### config.mk
export PLATFORM = sky130hd
export DESIGN_NAME = fetch_unit
export DESIGN_NICKNAME = d
export VERILOG_FILES = /design/src/rtl/cpu_pkg.sv /design/src/rtl/fetch_fifo.sv /design/src/rtl/fetch_unit.sv
export SDC_FILE = /design/constraint.sdc
export NUM_CORES = 1
export LEC_CHECK = 0
export ABC_AREA = 1
export CAP_MARGIN = 40
export CORE_ASPECT_RATIO = 0.5
export CORE_UTILIZATION = 55
export CTS_BUF_LIST = sky130_fd_sc_hd__clkbuf_4 sky130_fd_sc_hd__clkbuf_8
export DETAILED_ROUTE_END_ITERATION = 7
export GPL_TIMING_DRIVEN = 1
export PLACE_DENSITY_LB_ADDON = 0.05
export SKIP_LAST_GASP = 1
export SLEW_MARGIN = 20
export SYNTH_ARGS = -nofsm -noshare
export SYNTH_HDL_FRONTEND = slang
export SYNTH_HIERARCHICAL = 1
export SYNTH_SLANG_ARGS = --single-unit
### constraint.sdc
create_clock -name clk -period 5.8 [get_ports clk]
set_input_delay 0.87 -clock clk [delete_from_list [all_inputs] [get_ports clk]]
set_output_delay 0.87 -clock clk [all_outputs]
set_load 0.01 [all_outputs]
### src/rtl/cpu_pkg.sv
// cpu_pkg: shared core types and constants
package cpu_pkg;
  localparam int INST_ADDR_W = 12;
  typedef logic [31:0] inst_t;
  localparam inst_t NOP_INST = 32'h0000_0013;
  typedef enum logic [0:0] {RUN, FLUSH} fetch_state_e;
endpackage

### src/rtl/fetch_fifo.sv
// fetch_fifo: prefetch queue of {inst, pc} with synchronous flush
module fetch_fifo
  import cpu_pkg::*;
#(
  parameter int ADDR_W = INST_ADDR_W,
  parameter int DEPTH = 4,
  localparam int PW = $clog2(DEPTH),
  localparam int CW = PW + 1
) (
  input  logic              clk,
  input  logic              rst,
  input  logic              flush,
  input  logic              push,
  input  inst_t             push_inst,
  input  logic [ADDR_W-1:0] push_pc,
  input  logic              pop,
  output inst_t             head_inst,
  output logic [ADDR_W-1:0] head_pc,
  output logic [CW-1:0]     count
);
  inst_t             inst_mem [DEPTH];
  logic [ADDR_W-1:0] pc_mem [DEPTH];
  logic [PW-1:0]     wr_ptr, rd_ptr;
  always_ff @(posedge clk)
    if (push) begin
      inst_mem[wr_ptr] <= push_inst;
      pc_mem[wr_ptr] <= push_pc;
    end
  always_ff @(posedge clk)
    if (rst || flush) begin
      wr_ptr <= '0;
      rd_ptr <= '0;
      count <= '0;
    end else begin
      wr_ptr <= wr_ptr + PW'(push);
      rd_ptr <= rd_ptr + PW'(pop);
      count <= count + CW'(push) - CW'(pop);
    end
  // Upstream credit accounting must keep a slot free for every in-flight read
  always_ff @(posedge clk)
    if (!rst && !flush) assert (!(push && count == CW'(DEPTH)));
  assign head_inst = inst_mem[rd_ptr];
  assign head_pc = pc_mem[rd_ptr];
endmodule

### src/rtl/fetch_unit.sv
// fetch_unit: PC generation, credit-based prefetch and redirect handling
module fetch_unit
  import cpu_pkg::*;
#(
  parameter int ADDR_W = INST_ADDR_W,
  parameter int DEPTH = 4,
  parameter logic [ADDR_W-1:0] RESET_PC = '0
) (
  input  logic              clk,
  input  logic              rst,
  output logic              imem_en,
  output logic [ADDR_W-1:0] imem_addr,
  input  logic [31:0]       imem_rdata,
  input  logic              redirect_valid,
  input  logic [ADDR_W-1:0] redirect_pc,
  output logic              inst_valid,
  input  logic              inst_ready,
  output logic [31:0]       inst,
  output logic [ADDR_W-1:0] inst_pc
);
  localparam int CW = $clog2(DEPTH) + 1;
  fetch_state_e      state;
  logic [ADDR_W-1:0] pc, inflight_pc, head_pc;
  logic              inflight, push, pop, credit;
  logic [CW-1:0]     count;
  inst_t             head_inst;
  assign inst_valid = !rst && count != '0;
  assign pop = inst_valid && inst_ready && !redirect_valid;
  // A return landing in FLUSH belongs to the pre-redirect stream
  assign push = inflight && state == RUN;
  assign credit = int'(count) + int'(inflight) + 1 <= DEPTH + int'(pop);
  assign imem_en = !rst && !redirect_valid && credit;
  assign imem_addr = rst ? RESET_PC : pc;
  assign inst = inst_valid ? head_inst : NOP_INST;
  assign inst_pc = head_pc;
  always_ff @(posedge clk)
    if (rst) begin
      pc <= RESET_PC;
      inflight <= 1'b0;
      inflight_pc <= RESET_PC;
      state <= RUN;
    end else begin
      pc <= redirect_valid ? redirect_pc : imem_en ? pc + 1'b1 : pc;
      inflight <= imem_en;
      inflight_pc <= pc;
      state <= redirect_valid ? FLUSH : RUN;
    end
  fetch_fifo #(.ADDR_W(ADDR_W), .DEPTH(DEPTH)) u_fifo (
    .clk(clk),
    .rst(rst),
    .flush(redirect_valid),
    .push(push),
    .push_inst(imem_rdata),
    .push_pc(inflight_pc),
    .pop(pop),
    .head_inst(head_inst),
    .head_pc(head_pc),
    .count(count)
  );
endmodule

-- Word-level counts from Yosys, hierarchy flattened
Memories as Yosys holds them, arrays and structs flattened. A register that Yosys moved wholly into a read port is not among the register bits.
Index checks and enable logic that the tools add are counted.
- $add $sub $neg: 8
- bitwise logic cells: 1
- reductions and logical operators: 11
- magnitude comparators: 1
- mux-type cells: 9
- operator list (cell ; count):
    2-to-1 mux 12 bit ; 3
    2-to-1 mux 32 bit ; 1
    adder 12 x 1 -> 12 bit, second input constant ; 1
    logical AND 1 bit ; 6
    adder 4 x 1 -> 5 bit, second input constant ; 1
    less-or-equal comparator 5 x 4 -> 1 bit ; 1
    adder 2 x 1 -> 2 bit ; 2
    adder 3 x 1 -> 4 bit ; 1
    adder 3 x 1 -> 4 bit, first input constant ; 1
    2-to-1 mux 2 bit ; 2
    adder 3 x 1 -> 3 bit ; 1
    2-to-1 mux 1 bit ; 3
    nonzero test 3 bit ; 1
    subtractor 3 x 1 -> 3 bit ; 1
    zero test 1 bit ; 2
    nonzero test 2 bit ; 1
    logical OR 1 bit ; 1
    inverter 1 bit ; 1
- word-level logic and storage cells: 39
- register bits after elaboration: 33
- input port bits: 48
- memories: 2
- memory bits (writable): 176
- output and inout bits: 58
- memories (memory ; depth ; width ; read ports ; clocked after Yosys merged registers in ; write ports ; RTL line ; source):
    u_fifo.inst_mem ; 4 ; 32 ; 1 ; 1 ; 1 ; fetch_fifo.sv:21 ; inst_t inst_mem [DEPTH];
    u_fifo.pc_mem ; 4 ; 12 ; 1 ; 1 ; 1 ; fetch_fifo.sv:22 ; logic [ADDR_W-1:0] pc_mem [DEPTH];

-- Longest topological paths before layout
Gate-level depths: netlist of the first run.
- word-level depth: 9
- gate-level depth with buffers: 16

-- Modules after synthesis
The synthesis of the first run kept the hierarchy.
- by module, submodules not included (module ; cells an instance ; instances ; area an instance (sq um)):
    fetch_fifo ; 557 ; 1 ; 7277.0
    fetch_unit ; 270 ; 1 ; 1597.8

-- Least setup slack after synthesis of the first run
OpenSTA, ideal clock, no wires.
- kind: reg-to-reg
- start point: register inflight
- end point: memory u_fifo/inst_mem[0][0] (netlist bit) (enable)
- clock period less this slack: 4.096 ns
- data arrival time: 3.595 ns
- stages on the path, launching flop included: 5
- path slack: 1.704 ns
- data required time: 5.300 ns
- path buffers: 0
- cells stage by stage: dfxtp_1 inv_1 nor2_1 inv_1 nor3_1
- cells in the longest elaborated chain, start to end: 3
- ends and longest elaborated chain (what ; RTL line ; source):
    from (decl) ; fetch_unit.sv:24 ; logic inflight, push, pop, credit;
    from (signal assigned) ; fetch_unit.sv:44 ; inflight <= imem_en;
    logical AND 1 bit ; fetch_unit.sv:30 ; assign push = inflight && state == RUN;
    via push ; fetch_unit.sv:24 ;
    2-to-1 mux 1 bit ; fetch_fifo.sv:25 ; if (push) begin
    2-to-1 mux 1 bit (implied by the code) ; fetch_fifo.sv:26 ; inst_mem[wr_ptr] <= push_inst;
    to (decl) ; fetch_fifo.sv:21 ;
The timed path passes the listed nets, and every way through them passes these cells.

-- Final worst setup path of the first run
- start point: input rst
- end point: output imem_en
- cells in the longest elaborated chain, start to end: 7
- ends and longest elaborated chain (what ; RTL line ; source):
    from (decl) ; fetch_unit.sv:10 ; input logic rst,
    zero test 1 bit ; - ;
    logical AND 1 bit ; fetch_unit.sv:27 ; assign inst_valid = !rst && count != '0;
    logical AND 1 bit (2 in series) ; fetch_unit.sv:28 ; assign pop = inst_valid && inst_ready && !redirect_valid;
    via pop ; fetch_unit.sv:24 ;
    adder 3 x 1 -> 4 bit ; fetch_unit.sv:31 ; assign credit = int'(count) + int'(inflight) + 1 <= DEPTH + int'(pop);
    less-or-equal comparator 5 x 4 -> 1 bit ; fetch_unit.sv:31 ;
    logical AND 1 bit ; fetch_unit.sv:32 ; assign imem_en = !rst && !redirect_valid && credit;
    to (decl) ; fetch_unit.sv:11 ; output logic imem_en,
The timed path passes the listed nets, and every way through them passes these cells.

==> results.yml, run 1 <==
global_route:
  grt_usage_pct: 20.1
  grt_max_degree: 92
  grt_pass1_wl_mm: 26.3
  grt.overflow.total: 0
  antenna_found_initial: 0
  grt_pass1_vias: 5409
route:
  wl_mm: 16.1
  detail-route-antenna-nets: 0
  vias: 5792
  vias_per_cell: 4.99
  dr.pass1.iters: 5
  remaining_drc_errors: 0
  drt_iter0_drc: 313
  routedWlPerCell_um: 13.8
clock_tree:
  path_clk_slew_ns: 0.06
  cts_tree: "built"
  cts_resized: 0
  cts_buffer_depth: 3
  holdBufCountCts: 0
  clockRootBuffer: "clkbuf_8"
  clkSinkCount: 209
  numCtsBuffers: 29
  cts_post_setup_buffers_inserted: 0
  clock_tree.htree_level_count: 1
  clk_latency_ns: 0.54
final_layout:
  fin_nets: 997
  final_area_um2: 10700
  fin_util_pct: 68.4
  antenna_cells: 0
  drive_gt1_share_pct: 8.25
  area_growth_pct: 20.0
job:
  maxCapViolCount: 0
worst_setup_path:
  reg2reg_slack_ns: 3.40
  cp_max_fo: 21
  cpPeakStageDelay_ns: 0.59
  crit_path_end_kind: "output port"
  path_cells: "clkdlybuf4s50_1 > buf_4 > inv_2 > o31ai_4 > inv_1 > nand2_1 > nor2_1 > ha_1 > o21ai_2 > a21oi_4 > clkdlybuf4s50_1"
  cp.required_ns: 4.93
  rr_worst_depth: 11
  r2r_end: "pc[1]"
  critPathArrivalTime_ns: 3.24
  setup.worst_path.class: "primary input to output port"
  r2r-start: "u_fifo/count[1]"
  cp_slowest_cell: "clkdlybuf4s50_1"
  cp-endpoint: "imem_en"
  worst_path_most_repeated_cell: "clkdlybuf4s50_1"
  cp-startpoint: "rst"
  cp-start-kind: "primary input"
yosys:
  ys_seq_area_share_pct: 67.0
  syn-num-nets: 884
  ys_types: 30
  synthArstFlopShare_pct: 0
  synthCells: 827
  ys.flop_type: "edfxtp_1"
  syn_area_um2: 8870
  ys_warn_count: 6
  syn_area_per_cell_um2: 10.7
  ys_seq_elements: 209
  synth-edff-count: 176
floorplanning:
  dieArea_um2: 16700
  die_y_um: 91.8
  ioPinCount: 106
  rows: 32
  initial_utilization_pct: 57.0
  die_x_um: 182
  core_um2: 15600
status:
  status: "completed"
sta:
  fin_tns_setup_ns: 0
  slew_viol_final: 0
  setup_viol: 0
  relSlewSlack_pct: 67.4
  hold_viol_final: 0
  worst_pin_slew_ns: 0.489
  fmax_mhz: 243
  fin_skew_ns: 0.0381
  min_period_ns: 4.11
  rsz0062_at_grt: "no"
  post-route-period-util_pct: 70.9
placement:
  portBuffers: 105
  hpwl_mm: 10.0
  place_congestion: 0.906
  dpl_cell_area_um2: 10100
min_path:
  worstHoldPathType: "flip-flop to flip-flop"
  worstHoldPathCells: 0
pwr:
  power_density_nw_per_um2: 272
  leakagePower_nw: 4.13
  peakVddDrop_mv: 0.190
## registers in the layout (all words and copies together), names as in the netlist
signal / flops
u_fifo/inst_mem: 128
u_fifo/pc_mem: 48
inflight_pc: 12
pc: 12
u_fifo/count: 3
u_fifo/rd_ptr: 2
u_fifo/wr_ptr: 2
inflight: 1
state: 1
## how the worst min path moves through the flow
stage	slack [ns]	from	end
finish	0.47	inflight_pc[4]	u_fifo/pc_mem[0][4]
global route	0.49	inflight_pc[3]	u_fifo/pc_mem[1][3]
CTS	0.47	inflight_pc[4]	u_fifo/pc_mem[2][4]
detailed placement	0.46	inflight_pc[4]	u_fifo/pc_mem[3][4]
global placement	0.45	inflight_pc[8]	u_fifo/pc_mem[2][8]
floorplan	0.44	inflight_pc[0]	u_fifo/pc_mem[0][0]
## layout by cell type (no fill, tap or decap), types with 4 or more instances in the layout
| cell | count |
|---|---|
| edfxtp_1 | 176 |
| o21ai_1 | 11 |
| nor2_1 | 75 |
| clkbuf_8 | 33 |
| dfxtp_1 | 31 |
| clkbuf_4 | 10 |
| clkinv_1 | 5 |
| o21ai_0 | 38 |
| nand2_1 | 146 |
| clkdlybuf4s50_1 | 105 |
| buf_4 | 13 |
| nand3_1 | 27 |
| nor3_2 | 4 |
| a21oi_1 | 49 |
| nor2_2 | 4 |
| inv_1 | 156 |
| o211ai_1 | 44 |
| ha_1 | 8 |
## report_power, final
| group | switching, mW | leakage, nW | internal [mW] |
|---|---|---|---|
| clock network | 0.500 | 0.291 | 0.575 |
| registers | 0.0148 | 1.88 | 1.65 |
| logic | 0.0797 | 1.96 | 0.0714 |
| total | 0.594 | 4.13 | 2.30 |
## per-stage QoR
step / power (mW) / std cells / worst slack (ns) / hold WS, ns
after floorplan: 1.77 / 827 / 1.70 / 0.438
after global placement: 1.85 / 1111 / 1.73 / 0.452
after detailed placement: 1.85 / 1112 / 1.69 / 0.459
after CTS: 2.92 / 1160 / 1.68 / 0.471
after global routing: 3.01 / 1161 / 1.55 / 0.491
final: 2.89 / 1161 / 1.69 / 0.474
## synth_stat cells (all sizes together), types with 2 or more instances
cell type | count | share of area, %
edfxtp | 176 | 60
nand3 | 27 | 1.5
nor2 | 79 | 3.5
ha | 8 | 1.1
o21a | 2 | 0.17
o21ai | 50 | 2.9
dfxtp | 33 | 7.4
o211ai | 44 | 3.7
nor3 | 4 | 0.23
clkbuf | 8 | 0.34
a21oi | 51 | 3.0
xnor2 | 2 | 0.20
nand2 | 149 | 6.4
or2 | 3 | 0.21
inv | 157 | 6.6
buf | 30 | 2.6
## metal layers
layer	vias up	global-route usage, %	routed length (µm)
met4	0	3.81	178
met5	-	0	0
met2	130	32.9	7260
li1	2950	-	-
met3	18	4.61	882
met1	2694	28.0	7750
## cells by family after synthesis
family          after synthesis  share of synthesized area, %
compound gates              149                          10.0
xor+xnor                      2                         0.197
fa+ha+maj                     9                          1.35
buf+inv                     195                          9.56
flops                       209                          67.0
simple gates                263                          11.9
## cell type report
| type | instances | area, µm² |
|---|---|---|
| Tap cell | 204 | 255 |
| Clock inverter | 5 | 18.8 |
| Clock buffer | 43 | 529 |
| Fill cell | 1163 | 4920 |
| Inverter | 157 | 589 |
| Sequential cell | 209 | 5950 |
| Timing Repair Buffer | 120 | 1200 |
| Multi-Input combinational cell | 423 | 2110 |
## worst max-delay path, delay by kind of cell
kind            cells  cell delay, ns
fa+ha+maj           1            0.30
compound gates      3            0.44
simple gates        2            0.13
buf+inv             5            1.49
No activity file was read; power rests on OpenSTA's default activity.
==> run 2, diff against run 1 <==
--- a/config.mk
+++ b/config.mk
@@ -8,7 +8,7 @@
 export ABC_AREA = 1
 export CAP_MARGIN = 40
 export CORE_ASPECT_RATIO = 0.5
-export CORE_UTILIZATION = 55
+export CORE_UTILIZATION = 52
 export CTS_BUF_LIST = sky130_fd_sc_hd__clkbuf_4 sky130_fd_sc_hd__clkbuf_8
 export DETAILED_ROUTE_END_ITERATION = 7
 export GPL_TIMING_DRIVEN = 1
==> constraint.sdc (replaced) <==
create_clock -name clk -period 3.44 [get_ports clk]
set_input_delay 0.516 -clock clk [delete_from_list [all_inputs] [get_ports clk]]
set_output_delay 0.516 -clock clk [all_outputs]
set_load 0.01 [all_outputs]
==> run 2 against run 1 <==
Compared with the run above:
- core utilization shrank 3.4 points
- critical path depth shrank 1
- sequential power grew 68%
- clock power grew 72%
- clock skew shrank 0.030 ns
==> results.yml, run 2 (synthesis gave the netlist of run 1 again) <==
global_route:
  met2_usage_pct: 32.8
  antenna_found_initial: 0
  grt_pass1_vias: 5503
  met3_usage_pct: 3.68
  grt_pass1_wl_mm: 26.8
  grt_usage_pct: 19.4
  grt-busiest-layer: "met2"
  grt_max_degree: 69
  grt.overflow.total: 0
  use_met1_pct: 26.0
pwr:
  power.switching_mw: 1.04
  internal_power_mw: 3.87
  total_power_mw: 4.91
  leakagePower_nw: 4.16
  combPwrFrac_pct: 5.2
  pwr-share-clk_pct: 37.5
  peakVddDrop_mv: 0.266
  seqPwrFrac_pct: 57.3
  switching_share_pct: 21.1
  power_density_nw_per_um2: 457
clock_tree:
  clockRootBuffer: "clkbuf_8"
  clkSinkCount: 209
  cts_post_setup_buffers_inserted: 0
  cts_buffer_depth: 3
  cts_tree: "built"
  clk_latency_ns: 0.53
  clock_tree.htree_level_count: 1
  cts_resized: 0
  path_clk_slew_ns: 0.07
  numCtsBuffers: 30
  holdBufCountCts: 0
final_layout:
  top_register: "u_fifo/inst_mem"
  area_growth_pct: 21.0
  fin_util_pct: 65.0
  antenna_cells: 0
  fin_nets: 1000
  drive_gt1_share_pct: 8.60
  final_area_um2: 10700
  layout_commonest_cell: "edfxtp_1"
  top_regs: "u_fifo/inst_mem x128, u_fifo/pc_mem x48"
  largest_register_ff_count: 128
  multi_input_area_um2: 2110
  seq_area_um2: 5950
  n_fill_cell: 1303
  final_cell_mix: "176 x edfxtp_1, 156 x inv_1, 146 x nand2_1"
route:
  routedWlPerCell_um: 14.0
  wl_mm: 16.7
  vias: 5847
  dr.pass1.iters: 5
  drt_iter0_drc: 271
  vias_per_cell: 4.91
  detail-route-antenna-nets: 0
  remaining_drc_errors: 0
sta:
  slew_viol_final: 0
  worst_pin_slew_ns: 0.724
  post-route-period-util_pct: 94.0
  timing.hold.ws_ns: 0.471
  setup_viol: 0
  rsz0062_at_grt: "no"
  min_period_ns: 3.23
  fin_skew_ns: 0.00792
  fin_tns_setup_ns: 0
  hold_viol_final: 0
  relSlewSlack_pct: 51.7
  fmax_mhz: 309
placement:
  dpl_cell_area_um2: 10200
  place_congestion: 0.872
  hpwl_mm: 10.5
  portBuffers: 105
floorplanning:
  initial_utilization_pct: 53.7
  ioPinCount: 106
  core_um2: 16500
  die_x_um: 187
  rows: 33
  die_y_um: 94.4
  dieArea_um2: 17600
worst_setup_path:
  cp.required_ns: 2.92
  crit_path_end_kind: "output port"
  cp_max_fo: 7
  critPathArrivalTime_ns: 2.72
  cp-start-kind: "primary input"
  setup.worst_path.class: "primary input to output port"
min_path:
  worstHoldPathType: "flip-flop to flip-flop"
job:
  maxCapViolCount: 0
status:
  status: "completed"
==> run 2: cell count changes in the layout (fill, tap and decap cells not counted) <==
cell,change
clkbuf_4,-4
clkinv_1,+4
clkinv_2,+4
buf_12,+3
buf_16,-1
clkbuf_8,+1
clkinvlp_4,+1
==> run 2: final cells by class <==
type / instances / share of cell area (%)
inverters: 157 / 5.49
well taps: 227 / 2.64
repair buffers: 122 / 11.4
clock inverters: 14 / 0.571
multi-input cells: 423 / 19.6
flip-flops and latches: 209 / 55.4
clock buffers: 40 / 4.78
==> run 2: stage by stage <==
step,std cells,worst slack [ns]
after CTS,1192,0.213
final,1192,0.205
after global routing,1192,0.0608
after floorplan,827,-0.656
after detailed placement,1138,0.224
after global placement,1138,0.273
==> run 2: final timing paths <==
path | start | endpoint | slack [ns] | cells after the start
hold reg to reg | inflight_pc[11] | u_fifo/pc_mem[3][11] | 0.47 | 0
hold / removal | inflight_pc[11] | u_fifo/pc_mem[3][11] | 0.47 | 0
setup reg to reg | u_fifo/count[1] | pc[1] | 1.08 | 11
setup / recovery | rst | imem_en | 0.21 | 10
==> run 2: critical path: stages <==
cell             delay (ns)
clkdlybuf4s50_1        0.44
inv_2                  0.16
o31ai_4                0.10
inv_1                  0.08
nand2_1                0.05
nor2_1                 0.21
ha_1                   0.29
o21ai_2                0.25
a21oi_4                0.13
clkdlybuf4s50_1        0.49
==> run 2: layer usage <==
layer  vias to the layer above  wire (µm)
li1                       2962          -
met2                       139       7780
met5                         -          0
met1                      2722       7870
met3                        24        783
met4                         0        240
==> run 2: power groups by stage <==
stage	registers (mW)	clock network, mW	logic, mW
2_1_floorplan	2.86	0	0.116
3_3_place_gp	2.86	0	0.252
3_5_place_dp	2.87	0	0.256
4_1_cts	2.81	1.90	0.257
5_1_grt	2.81	2.01	0.283
6_report	2.81	1.84	0.255
